`src/rtl/wb_shared_bus_if.sv`:
```
// Bus bundle for wb_shared_bus.
// The 'slave' modport is the interconnect's face toward the bus masters
// (it is their slave). The 'master' modport is its face toward the slaves.
// One instance may be bound to both ports of the interconnect.
interface wb_shared_bus_if #(
  parameter int NM = 4,
  parameter int NS = 4,
  parameter int AW = 36,
  parameter int DW = 32
);
  // Master side: packed per master, master k at [k*W +: W]
  logic [NM-1:0]      m_cyc_i;
  logic [NM-1:0]      m_stb_i;
  logic [NM-1:0]      m_we_i;
  logic [NM*AW-1:0]   m_adr_i;
  logic [NM*DW/8-1:0] m_sel_i;
  logic [NM*DW-1:0]   m_dat_i;
  logic [DW-1:0]      m_dat_o;
  logic [NM-1:0]      m_ack_o;
  logic [NM-1:0]      m_err_o;

  // Slave side: one-hot cycle/strobe, shared request fields
  logic [NS-1:0]      s_cyc_o;
  logic [NS-1:0]      s_stb_o;
  logic               s_we_o;
  logic [AW-1:0]      s_adr_o;
  logic [DW/8-1:0]    s_sel_o;
  logic [DW-1:0]      s_dat_o;
  logic [NS*DW-1:0]   s_dat_i;
  logic [NS-1:0]      s_ack_i;
  logic [NS-1:0]      s_err_i;

  modport slave (
    input  m_cyc_i, m_stb_i, m_we_i, m_adr_i, m_sel_i, m_dat_i,
    output m_dat_o, m_ack_o, m_err_o
  );

  modport master (
    output s_cyc_o, s_stb_o, s_we_o, s_adr_o, s_sel_o, s_dat_o,
    input  s_dat_i, s_ack_i, s_err_i
  );
endinterface

```
`src/rtl/wb_shared_bus.sv`:
```
// wb_shared_bus: N-master / M-slave Wishbone classic shared bus.
// One transaction at a time, round-robin grant, slave decoded from the top
// DECW address bits. Unmapped addresses end with a registered error pulse.
// Optional feature: define WB_SHARED_BUS_TIMEOUT_EN to terminate a beat with
// an error after TMO cycles of unanswered strobe.
module wb_shared_bus #(
  parameter int NM   = 4,
  parameter int NS   = 4,
  parameter int AW   = 36,
  parameter int DW   = 32,
  parameter int DECW = 4,
  parameter int TMO  = 255
) (
  input  logic            clk_i,
  input  logic            rst_i,
  wb_shared_bus_if.slave  m,
  wb_shared_bus_if.master s
);
  localparam int GW = (NM > 1) ? $clog2(NM) : 1;

  typedef enum logic {ST_IDLE, ST_OWN} state_t;

  state_t          state;
  logic [GW-1:0]   g;
  logic [GW-1:0]   rr;
  logic [GW-1:0]   nxt_g;
  logic [GW-1:0]   cand;
  logic            found;
  logic            err_q;
  logic            tmo_q;
  logic            tmo_hit;

  logic            active;
  logic            g_cyc;
  logic            g_stb;
  logic            g_we;
  logic [AW-1:0]   g_adr;
  logic [DW/8-1:0] g_sel;
  logic [DW-1:0]   g_dat;
  logic [DECW-1:0] slv;
  logic            mapped;
  logic [NS-1:0]   sel_one;
  logic            slv_ack;
  logic            slv_err;
  logic [DW-1:0]   sel_dat;
  logic            g_ack;
  logic            g_err;

  // Reset forces every output low even before the state register clears.
  assign active = (state == ST_OWN) && !rst_i;

  // Granted master's request fields.
  assign g_cyc = |(m.m_cyc_i & (NM'(1) << g));
  assign g_stb = |(m.m_stb_i & (NM'(1) << g));
  assign g_we  = |(m.m_we_i  & (NM'(1) << g));
  assign g_adr = AW'(m.m_adr_i >> (int'(g) * AW));
  assign g_sel = (DW/8)'(m.m_sel_i >> (int'(g) * (DW/8)));
  assign g_dat = DW'(m.m_dat_i >> (int'(g) * DW));

  // Slave decode; indices at or beyond NS select nothing.
  assign slv     = g_adr[AW-1 -: DECW];
  assign mapped  = (int'(slv) < NS);
  assign sel_one = mapped ? (NS'(1) << slv) : '0;
  assign slv_ack = |(s.s_ack_i & sel_one);
  assign slv_err = |(s.s_err_i & sel_one);
  assign sel_dat = mapped ? DW'(s.s_dat_i >> (int'(slv) * DW)) : '0;

  // Terminations seen by the granted master. A timeout cycle blanks the
  // slave strobe, so nothing from the slave is forwarded during it.
  assign g_ack = active && !tmo_q && g_stb && slv_ack;
  assign g_err = active && (err_q || (!tmo_q && g_stb && slv_err));

  assign s.s_cyc_o = (active && !tmo_q && g_cyc) ? sel_one : '0;
  assign s.s_stb_o = (active && !tmo_q && g_stb) ? sel_one : '0;
  assign s.s_we_o  = active && g_we;
  assign s.s_adr_o = active ? g_adr : '0;
  assign s.s_sel_o = active ? g_sel : '0;
  assign s.s_dat_o = active ? g_dat : '0;

  assign m.m_dat_o = active ? sel_dat : '0;
  assign m.m_ack_o = g_ack ? (NM'(1) << g) : '0;
  assign m.m_err_o = g_err ? (NM'(1) << g) : '0;

  // Round-robin pick: first requester strictly after the last owner.
  always_comb begin
    nxt_g = rr;
    cand  = rr;
    found = 1'b0;
    for (int k = 1; k <= NM; k++) begin
      cand = GW'((int'(rr) + k) % NM);
      if (!found && m.m_cyc_i[cand]) begin
        nxt_g = cand;
        found = 1'b1;
      end
    end
  end

  // Ownership FSM plus the registered unmapped/timeout error pulse.
  always_ff @(posedge clk_i) begin
    if (rst_i) begin
      state <= ST_IDLE;
      rr    <= GW'(NM - 1);
      g     <= '0;
      err_q <= 1'b0;
    end else begin
      case (state)
        ST_IDLE: begin
          err_q <= 1'b0;
          if (|m.m_cyc_i) begin
            g     <= nxt_g;
            rr    <= nxt_g;
            state <= ST_OWN;
          end
        end
        ST_OWN: begin
          if (!g_cyc) begin
            err_q <= 1'b0;
            state <= ST_IDLE;
          end else begin
            // A held strobe after an error counts as a fresh beat.
            err_q <= (g_stb && !mapped && !err_q) || tmo_hit;
          end
        end
        default: state <= ST_IDLE;
      endcase
    end
  end

`ifdef WB_SHARED_BUS_TIMEOUT_EN
  logic [15:0] tmo_cnt;

  // A slave ack on the expiry cycle takes priority over the timeout.
  assign tmo_hit = active && g_cyc && g_stb && !g_ack && !g_err &&
                   (tmo_cnt == 16'(TMO - 1));

  // Count unanswered strobe cycles of the current beat.
  always_ff @(posedge clk_i) begin
    if (rst_i) begin
      tmo_cnt <= '0;
      tmo_q   <= 1'b0;
    end else begin
      tmo_q <= tmo_hit;
      if (!active || !g_cyc || !g_stb || g_ack || g_err)
        tmo_cnt <= '0;
      else
        tmo_cnt <= tmo_cnt + 16'd1;
    end
  end
`else
  assign tmo_hit = 1'b0;
  assign tmo_q   = 1'b0;
`endif

endmodule

```
`src/flat_wrapper.sv`:
```
// flat-port wrapper written by rule: the top's interface ports become plain ports
module wb_shared_bus_flat 
#(
  parameter int NM   = 4,
  parameter int NS   = 4,
  parameter int AW   = 36,
  parameter int DW   = 32,
  parameter int DECW = 4,
  parameter int TMO  = 255
)
  (clk_i, rst_i, m_m_cyc_i, m_m_stb_i, m_m_we_i, m_m_adr_i, m_m_sel_i, m_m_dat_i, m_m_dat_o, m_m_ack_o, m_m_err_o, s_s_cyc_o, s_s_stb_o, s_s_we_o, s_s_adr_o, s_s_sel_o, s_s_dat_o, s_s_dat_i, s_s_ack_i, s_s_err_i);
  wb_shared_bus_if #(.NM(NM), .NS(NS), .AW(AW), .DW(DW)) m_i ();
  wb_shared_bus_if #(.NM(NM), .NS(NS), .AW(AW), .DW(DW)) s_i ();
  input  logic clk_i;
  input  logic rst_i;
  input wire logic [$bits(m_i.m_cyc_i)-1:0] m_m_cyc_i;
  input wire logic [$bits(m_i.m_stb_i)-1:0] m_m_stb_i;
  input wire logic [$bits(m_i.m_we_i)-1:0] m_m_we_i;
  input wire logic [$bits(m_i.m_adr_i)-1:0] m_m_adr_i;
  input wire logic [$bits(m_i.m_sel_i)-1:0] m_m_sel_i;
  input wire logic [$bits(m_i.m_dat_i)-1:0] m_m_dat_i;
  output wire logic [$bits(m_i.m_dat_o)-1:0] m_m_dat_o;
  output wire logic [$bits(m_i.m_ack_o)-1:0] m_m_ack_o;
  output wire logic [$bits(m_i.m_err_o)-1:0] m_m_err_o;
  output wire logic [$bits(s_i.s_cyc_o)-1:0] s_s_cyc_o;
  output wire logic [$bits(s_i.s_stb_o)-1:0] s_s_stb_o;
  output wire logic [$bits(s_i.s_we_o)-1:0] s_s_we_o;
  output wire logic [$bits(s_i.s_adr_o)-1:0] s_s_adr_o;
  output wire logic [$bits(s_i.s_sel_o)-1:0] s_s_sel_o;
  output wire logic [$bits(s_i.s_dat_o)-1:0] s_s_dat_o;
  input wire logic [$bits(s_i.s_dat_i)-1:0] s_s_dat_i;
  input wire logic [$bits(s_i.s_ack_i)-1:0] s_s_ack_i;
  input wire logic [$bits(s_i.s_err_i)-1:0] s_s_err_i;
  assign m_i.m_cyc_i = m_m_cyc_i;
  assign m_i.m_stb_i = m_m_stb_i;
  assign m_i.m_we_i = m_m_we_i;
  assign m_i.m_adr_i = m_m_adr_i;
  assign m_i.m_sel_i = m_m_sel_i;
  assign m_i.m_dat_i = m_m_dat_i;
  assign m_m_dat_o = m_i.m_dat_o;
  assign m_m_ack_o = m_i.m_ack_o;
  assign m_m_err_o = m_i.m_err_o;
  assign s_s_cyc_o = s_i.s_cyc_o;
  assign s_s_stb_o = s_i.s_stb_o;
  assign s_s_we_o = s_i.s_we_o;
  assign s_s_adr_o = s_i.s_adr_o;
  assign s_s_sel_o = s_i.s_sel_o;
  assign s_s_dat_o = s_i.s_dat_o;
  assign s_i.s_dat_i = s_s_dat_i;
  assign s_i.s_ack_i = s_s_ack_i;
  assign s_i.s_err_i = s_s_err_i;
  wb_shared_bus #(.NM(NM), .NS(NS), .AW(AW), .DW(DW), .DECW(DECW), .TMO(TMO)) u_core (.clk_i(clk_i), .rst_i(rst_i), .m(m_i), .s(s_i));
endmodule
```
`config.mk`:
```
export PLATFORM = sky130hd
export DESIGN_NAME = wb_shared_bus_flat
export DESIGN_NICKNAME = d
export VERILOG_FILES = /design/src/rtl/wb_shared_bus_if.sv /design/src/rtl/wb_shared_bus.sv /design/src/flat_wrapper.sv
export SDC_FILE = /design/constraint.sdc
export NUM_CORES = 1
export LEC_CHECK = 0
export ABC_AREA = 1
export BUFFER_PORTS_ARGS = -buffer_cell sky130_fd_sc_hd__buf_2
export CAP_MARGIN = 20
export CORE_AREA = 2 2 215 217
export CTS_CLUSTER_DIAMETER = 30
export CTS_CLUSTER_SIZE = 16
export DETAILED_ROUTE_END_ITERATION = 7
export DIE_AREA = 0 0 217 219
export PLACE_DENSITY = 0.34
export SETUP_SLACK_MARGIN = 0.15
export SLEW_MARGIN = 0
export SYNTH_ARGS = -nofsm -noshare
export SYNTH_HDL_FRONTEND = slang
export SYNTH_SLANG_ARGS = --single-unit
```
`constraint.sdc`:
```
create_clock -name clk_i -period 3.3 [get_ports clk_i]
set_input_delay 0.66 -clock clk_i [delete_from_list [all_inputs] [get_ports clk_i]]
set_output_delay 0.66 -clock clk_i [all_outputs]
set_load 0.01 [all_outputs]
```
* Word-level counts from Yosys, hierarchy flattened
Cells that the tools add are included.
Widths: inputs -> output; s select.
** Word-level totals
- Register bits :: 6
- Input bits :: 438
- Output and inout bits :: 121
- Logic and storage cells :: 82
** Operators by class
- Add/subtract/negate cells :: 4
- $mul :: 1
- Magnitude comparators :: 5
- Shift-type cells :: 6
- Multiplexer cells :: 30
- Bitwise gates (word level) :: 6
- Reduce and logical (&&, ||, !) cells :: 26
** Operators with widths (number)
- $shr 144x32->36 :: 1
- $shr 128x7->32 :: 1
- $shr 128x9->32 :: 1
- $mux 32 :: 3
- $mux 36 :: 1
- $mux 4 :: 6
- $reduce_or 4->1 :: 6
- $and 4x4->4 :: 5
- $shr 16x4->4 :: 1
- $logic_and 1x1->1 :: 12
- $lt 2x3->1 const B :: 4
- $mux 1 :: 10
- $bmux 1 s2 :: 4
- $mux 2 :: 4
- $logic_not 1->1 :: 6
- $mul 2x4->6 const B :: 1
- $add 2x1->2 const B :: 2
- $add 2x2->2 const B :: 2
- $lt 4x3->1 const B :: 1
- $pmux 1 s2 :: 2
- $shl 1x2->4 const A :: 1
- $shl 1x4->4 const A :: 1
- $reduce_and 2->1 :: 1
- $logic_or 1x1->1 :: 1
- $not 1->1 :: 1

* Logic depth before layout (Yosys ltp)
- Word-level depth :: 13
- Mapped depth :: 13
- Depth with buffers taken out :: 11

* Worst setup path after synthesis
OpenSTA, ideal clock, no wires.
- Path type :: input to output
- From :: input m_m_adr_i[140]
- To :: output m_m_dat_o[22]
- Data arrival time :: 1.729 ns
- Required time :: 2.640 ns
- Path slack :: 0.911 ns
- Cell stages on the path :: 11
- Path through :: inv_1 -> nor2_1 -> inv_1 -> nand2_1 -> nor2_4 -> buf_6 -> buf_4 -> nor2_1 -> nor2_1 -> o21ai_0 -> a21oi_1
** Between the ends
- Word-level cells in the longest chain between the ends :: 4
- Elaborated cells between the ends (all ways) :: 5
- Those cells by class :: order compare (1); shift (2); mux (2)
** RTL lines
- start: declaration :: RTL line flat_wrapper.sv:19 : input wire logic [$bits(m_i.m_adr_i)-1:0] m_m_adr_i;
- $shr 144x32->36 * :: RTL line wb_shared_bus.sv:56 : assign g_adr = AW'(m.m_adr_i >> (int'(g) * AW));
- $shr 128x9->32 / $lt 4x3->1 (equally long branches) :: RTL line wb_shared_bus.sv:66, wb_shared_bus.sv:62
- $mux 32 * :: RTL line wb_shared_bus.sv:66 : assign sel_dat = mapped ? DW'(s.s_dat_i >> (int'(slv) * DW)) : '0;
- $mux 32 * :: RTL line wb_shared_bus.sv:80 : assign m.m_dat_o = active ? sel_dat : '0;
- end: declaration :: RTL line flat_wrapper.sv:22 : output wire logic [$bits(m_i.m_dat_o)-1:0] m_m_dat_o;
Mark *: on every way between the ends. The rest lies on a longest branch, timed or not.

* Worst setup path after layout
- From :: register u_core.g[0]
- To :: output m_m_dat_o[2]
** Between the ends
- Word-level cells in the longest chain between the ends :: 5
- Elaborated cells between the ends (all ways) :: 6
- Those cells by class :: mul (1); order compare (1); shift (2); mux (2)
** RTL lines
- start: declaration :: RTL line wb_shared_bus.sv:24 : logic [GW-1:0] g;
- start signal: assignment :: RTL line wb_shared_bus.sv:110 : g <= nxt_g;
- $mul 2x4->6 * :: RTL line wb_shared_bus.sv:56
- $shr 144x32->36 * :: RTL line wb_shared_bus.sv:56
- $shr 128x9->32 / $lt 4x3->1 (equally long branches) :: RTL line wb_shared_bus.sv:66, wb_shared_bus.sv:62
- $mux 32 * :: RTL line wb_shared_bus.sv:66
- $mux 32 * :: RTL line wb_shared_bus.sv:80
Marks and branches as above.

==> flow_metrics.tcl <==
set metrics [dict create \
    status "finished, final reports clean" \
    critPathLaunchType "register" \
    layout-drive-gt1-share_pct 52.1 \
    synthCells 649 \
    synth_area_mm2 0.00346 \
    cts_root_buffer "clkbuf_16" \
    grt_pass1_vias 6647 \
    ys_ff_latch 6 \
    synthArstFlopShare_pct 0 \
    io_buffers 558 \
    p_seq_share_pct 4.5 \
    dpl_cell_area_mm2 0.00705 \
    crit_type "register to primary output" \
    crit_family "buffers and inverters" \
    crit_path_cell_trace "buf_4, inv_2, nand2_1, nand2_1, nand2_1, inv_1, nor2_4, buf_12, buf_8, nor2_1, nor2_1, o21ai_0, a21oi_1, buf_2" \
    fmax_mhz 339 \
    period_needed_ns 2.95 \
    drv_slew 0 \
    io_pins 559 \
    setup_violations 0 \
    dp_slack_ns 0.212 \
    finish.utilization_pct 15.9 \
    fp.dieH_um 219 \
    met1_usage_pct 13.9 \
    synthToLayoutAreaGrowth_pct 108 \
    slew_headroom_pct 70.0 \
    arrival_ns 2.29 \
    synth_fp_nets 1087 \
    cp_common_cell "nand2_1" \
    p_leak_uw 0.00368 \
    fin_nets 1620 \
    cts_tree "yes" \
    ys.warnings.count 0 \
    dp_cells 1774 \
    hold_path.class "register to register" \
    setup_tns_ns 0 \
    worst_clock_skew_ns 0.00113 \
    p_comb_share_pct 90.1 \
    critPathMaxStageDelay_ns 0.39 \
    cp_slowest_cell "dfxtp_4" \
    clockPowerShare_pct 5.4 \
    synth-main-ff-cell "dfxtp_1" \
    period_share_pct 89.3 \
    die_area_mm2 0.0475 \
    cts_inserted_buffers 3 \
    worstSetupEndpointType "primary output" \
    grt_pass1_wl_mm 40.8 \
    grt_busiest_layer "met2" \
    gp_congestion 0.811 \
    crit_path_max_fanout 19 \
    grtUsageTotal_pct 11.1 \
    fin_ws_ns 0.353 \
    grt_remaining_overflow 0 \
    critPathRequiredTime_ns 2.64 \
    vias_per_cell 3.97 \
    drtAntennaViolNets 0 \
    drtIter0Drc 407 \
    insertion_delay_ns 0.22 \
    avgSynthCellArea_um2 5.33 \
    ir_drop_uv 204 \
    ys_seq_area_share_pct 3.47 \
    worstMarginPinSlew_ns 0.449 \
    htreeDepth 1 \
    vias 7079 \
    core-area_mm2 0.0451 \
    post-route-drc-count 0 \
    rsz0062_at_grt "no" \
    firstDrtPassIters 5 \
    ys_types 28 \
    p_switching_uw 2060 \
    powerDensity_mw_per_mm2 494 \
    met3_usage_pct 2.81 \
    post_drt_wl_per_cell_um 16.8 \
    initial_core_util_pct 7.67 \
    fin_area_mm2 0.00718 \
    path_clk_slew_ns 0.03 \
    clkSinkCount 6 \
    synth_edf_count 0 \
    p_int_uw 1490 \
    switching_share_pct 58.0 \
    grt_use_met2_pct 19.5 \
    path_buf_inv 6 \
    instances_no_fill 1784 \
    clk_path_buf_depth 2 \
    antenna_found_initial 8 \
    grt_max_degree 71 \
    routed_wirelength_mm 30.1 \
    placementRows 78 \
    hpwl_mm 25.5 \
    final-hold-violation-count 0 \
    die_w_um 217 \
    drv_cap 0 \
]
-- logic make-up (layout without fill, tap and decap cells) --
logic type,after synthesis,after routing,synth area share (%)
xor gates and xnor gates,2,2,0.507
DFF,6,6,3.47
muxes,1,1,0.290
and+or+nand+nor,228,228,27.0
AOI/OAI and AO/OA,328,328,57.9
buffers and inverters,84,615,10.8
other,0,4,0
-- routing by layer --
metal	wire, µm	vias up
met5	27	-
met4	319	4
met1	12500	3257
met3	2510	26
li1	-	3440
met2	14700	352
-- cell usage in the layout (no fill, tap or decap), types with 8 or more instances in the layout --
master / netlist / layout
a21oi_1: 110 / 110
a22oi_1: 137 / 137
buf_12: 0 / 8
buf_2: 19 / 558
buf_4: 5 / 24
inv_1: 16 / 14
nand2_1: 56 / 55
nor2_1: 147 / 146
o21ai_0: 49 / 49
o21ai_1: 26 / 25
-- power by group through the flow --
stage | clock [µW] | sequential (µW) | combinational, µW
after detailed placement | 0 | 156 | 3190
final | 192 | 159 | 3190
after floorplan | 0 | 118 | 1950
after global placement | 0 | 156 | 3210
after global routing | 204 | 164 | 3550
after CTS | 196 | 157 | 3220
-- layout make-up --
class                           count  area (µm²)
Timing Repair Buffer              592        3160
Sequential cell                     6         125
Tap cell                          600         751
Inverter                           20        75.1
Multi-Input combinational cell    559        2980
Antenna cell                        4        10.0
Clock buffer                        3        75.1
Fill cell                        5347       37900
-- path summary, 6_finish.rpt --
path         cells past startpoint      endpoint    startpoint  slack (ns)
max                             14  m_m_dat_o[2]   u_core.g[0]        0.35
min                              1  u_core.err_q  u_core.err_q        0.43
max reg2reg                     10   u_core.g[0]  u_core.rr[0]        1.56
min reg2reg                      1  u_core.err_q  u_core.err_q        0.43
-- sequential cells by signal (all words and copies together), names as in the netlist --
name and count:
u_core.g 2, u_core.err_q 1, u_core.rr 2, u_core.state 1
-- worst register-to-register path, cell delays in order (launching register included) --
cell and delay, ns:
dfxtp_1 0.57, o21ai_0 0.27, nand2_1 0.13, nand2_1 0.06
inv_1 0.09, nand3_1 0.11, nand2_1 0.10, nor2_1 0.04
nor2_1 0.09, nand2_1 0.07, a21oi_1 0.11
-- synthesized netlist by cell type (3+ instances only) --
library cell | number | area, µm²
dfxtp_1 | 6 | 120
a21oi_1 | 110 | 551
buf_4 | 5 | 37.5
nand3_1 | 5 | 25.0
nor3_1 | 4 | 20.0
nand4_1 | 6 | 37.5
buf_2 | 19 | 95.1
o21ai_0 | 49 | 245
o21ai_1 | 26 | 130
a22oi_1 | 137 | 1030
inv_2 | 4 | 15.0
nor2_1 | 147 | 552
inv_1 | 16 | 60.1
nand3_2 | 3 | 30.0
clkbuf_1 | 38 | 143
nand2_1 | 56 | 210
-- metrics by stage --
stage	total power (µW)	hold slack, ns
2_1_floorplan	2070	0.401
3_3_place_gp	3360	0.419
3_5_place_dp	3340	0.423
4_1_cts	3570	0.428
5_1_grt	3920	0.452
6_report	3540	0.428
-- repair_timing --
item                                    CTS  global route
pin swaps                                 1             0
endpoints found under the setup margin   41            11
resized for setup                         4             5
setup buffers                             3             0
hold buffers                              0             0
No activity file was read; power rests on OpenSTA's default activity.
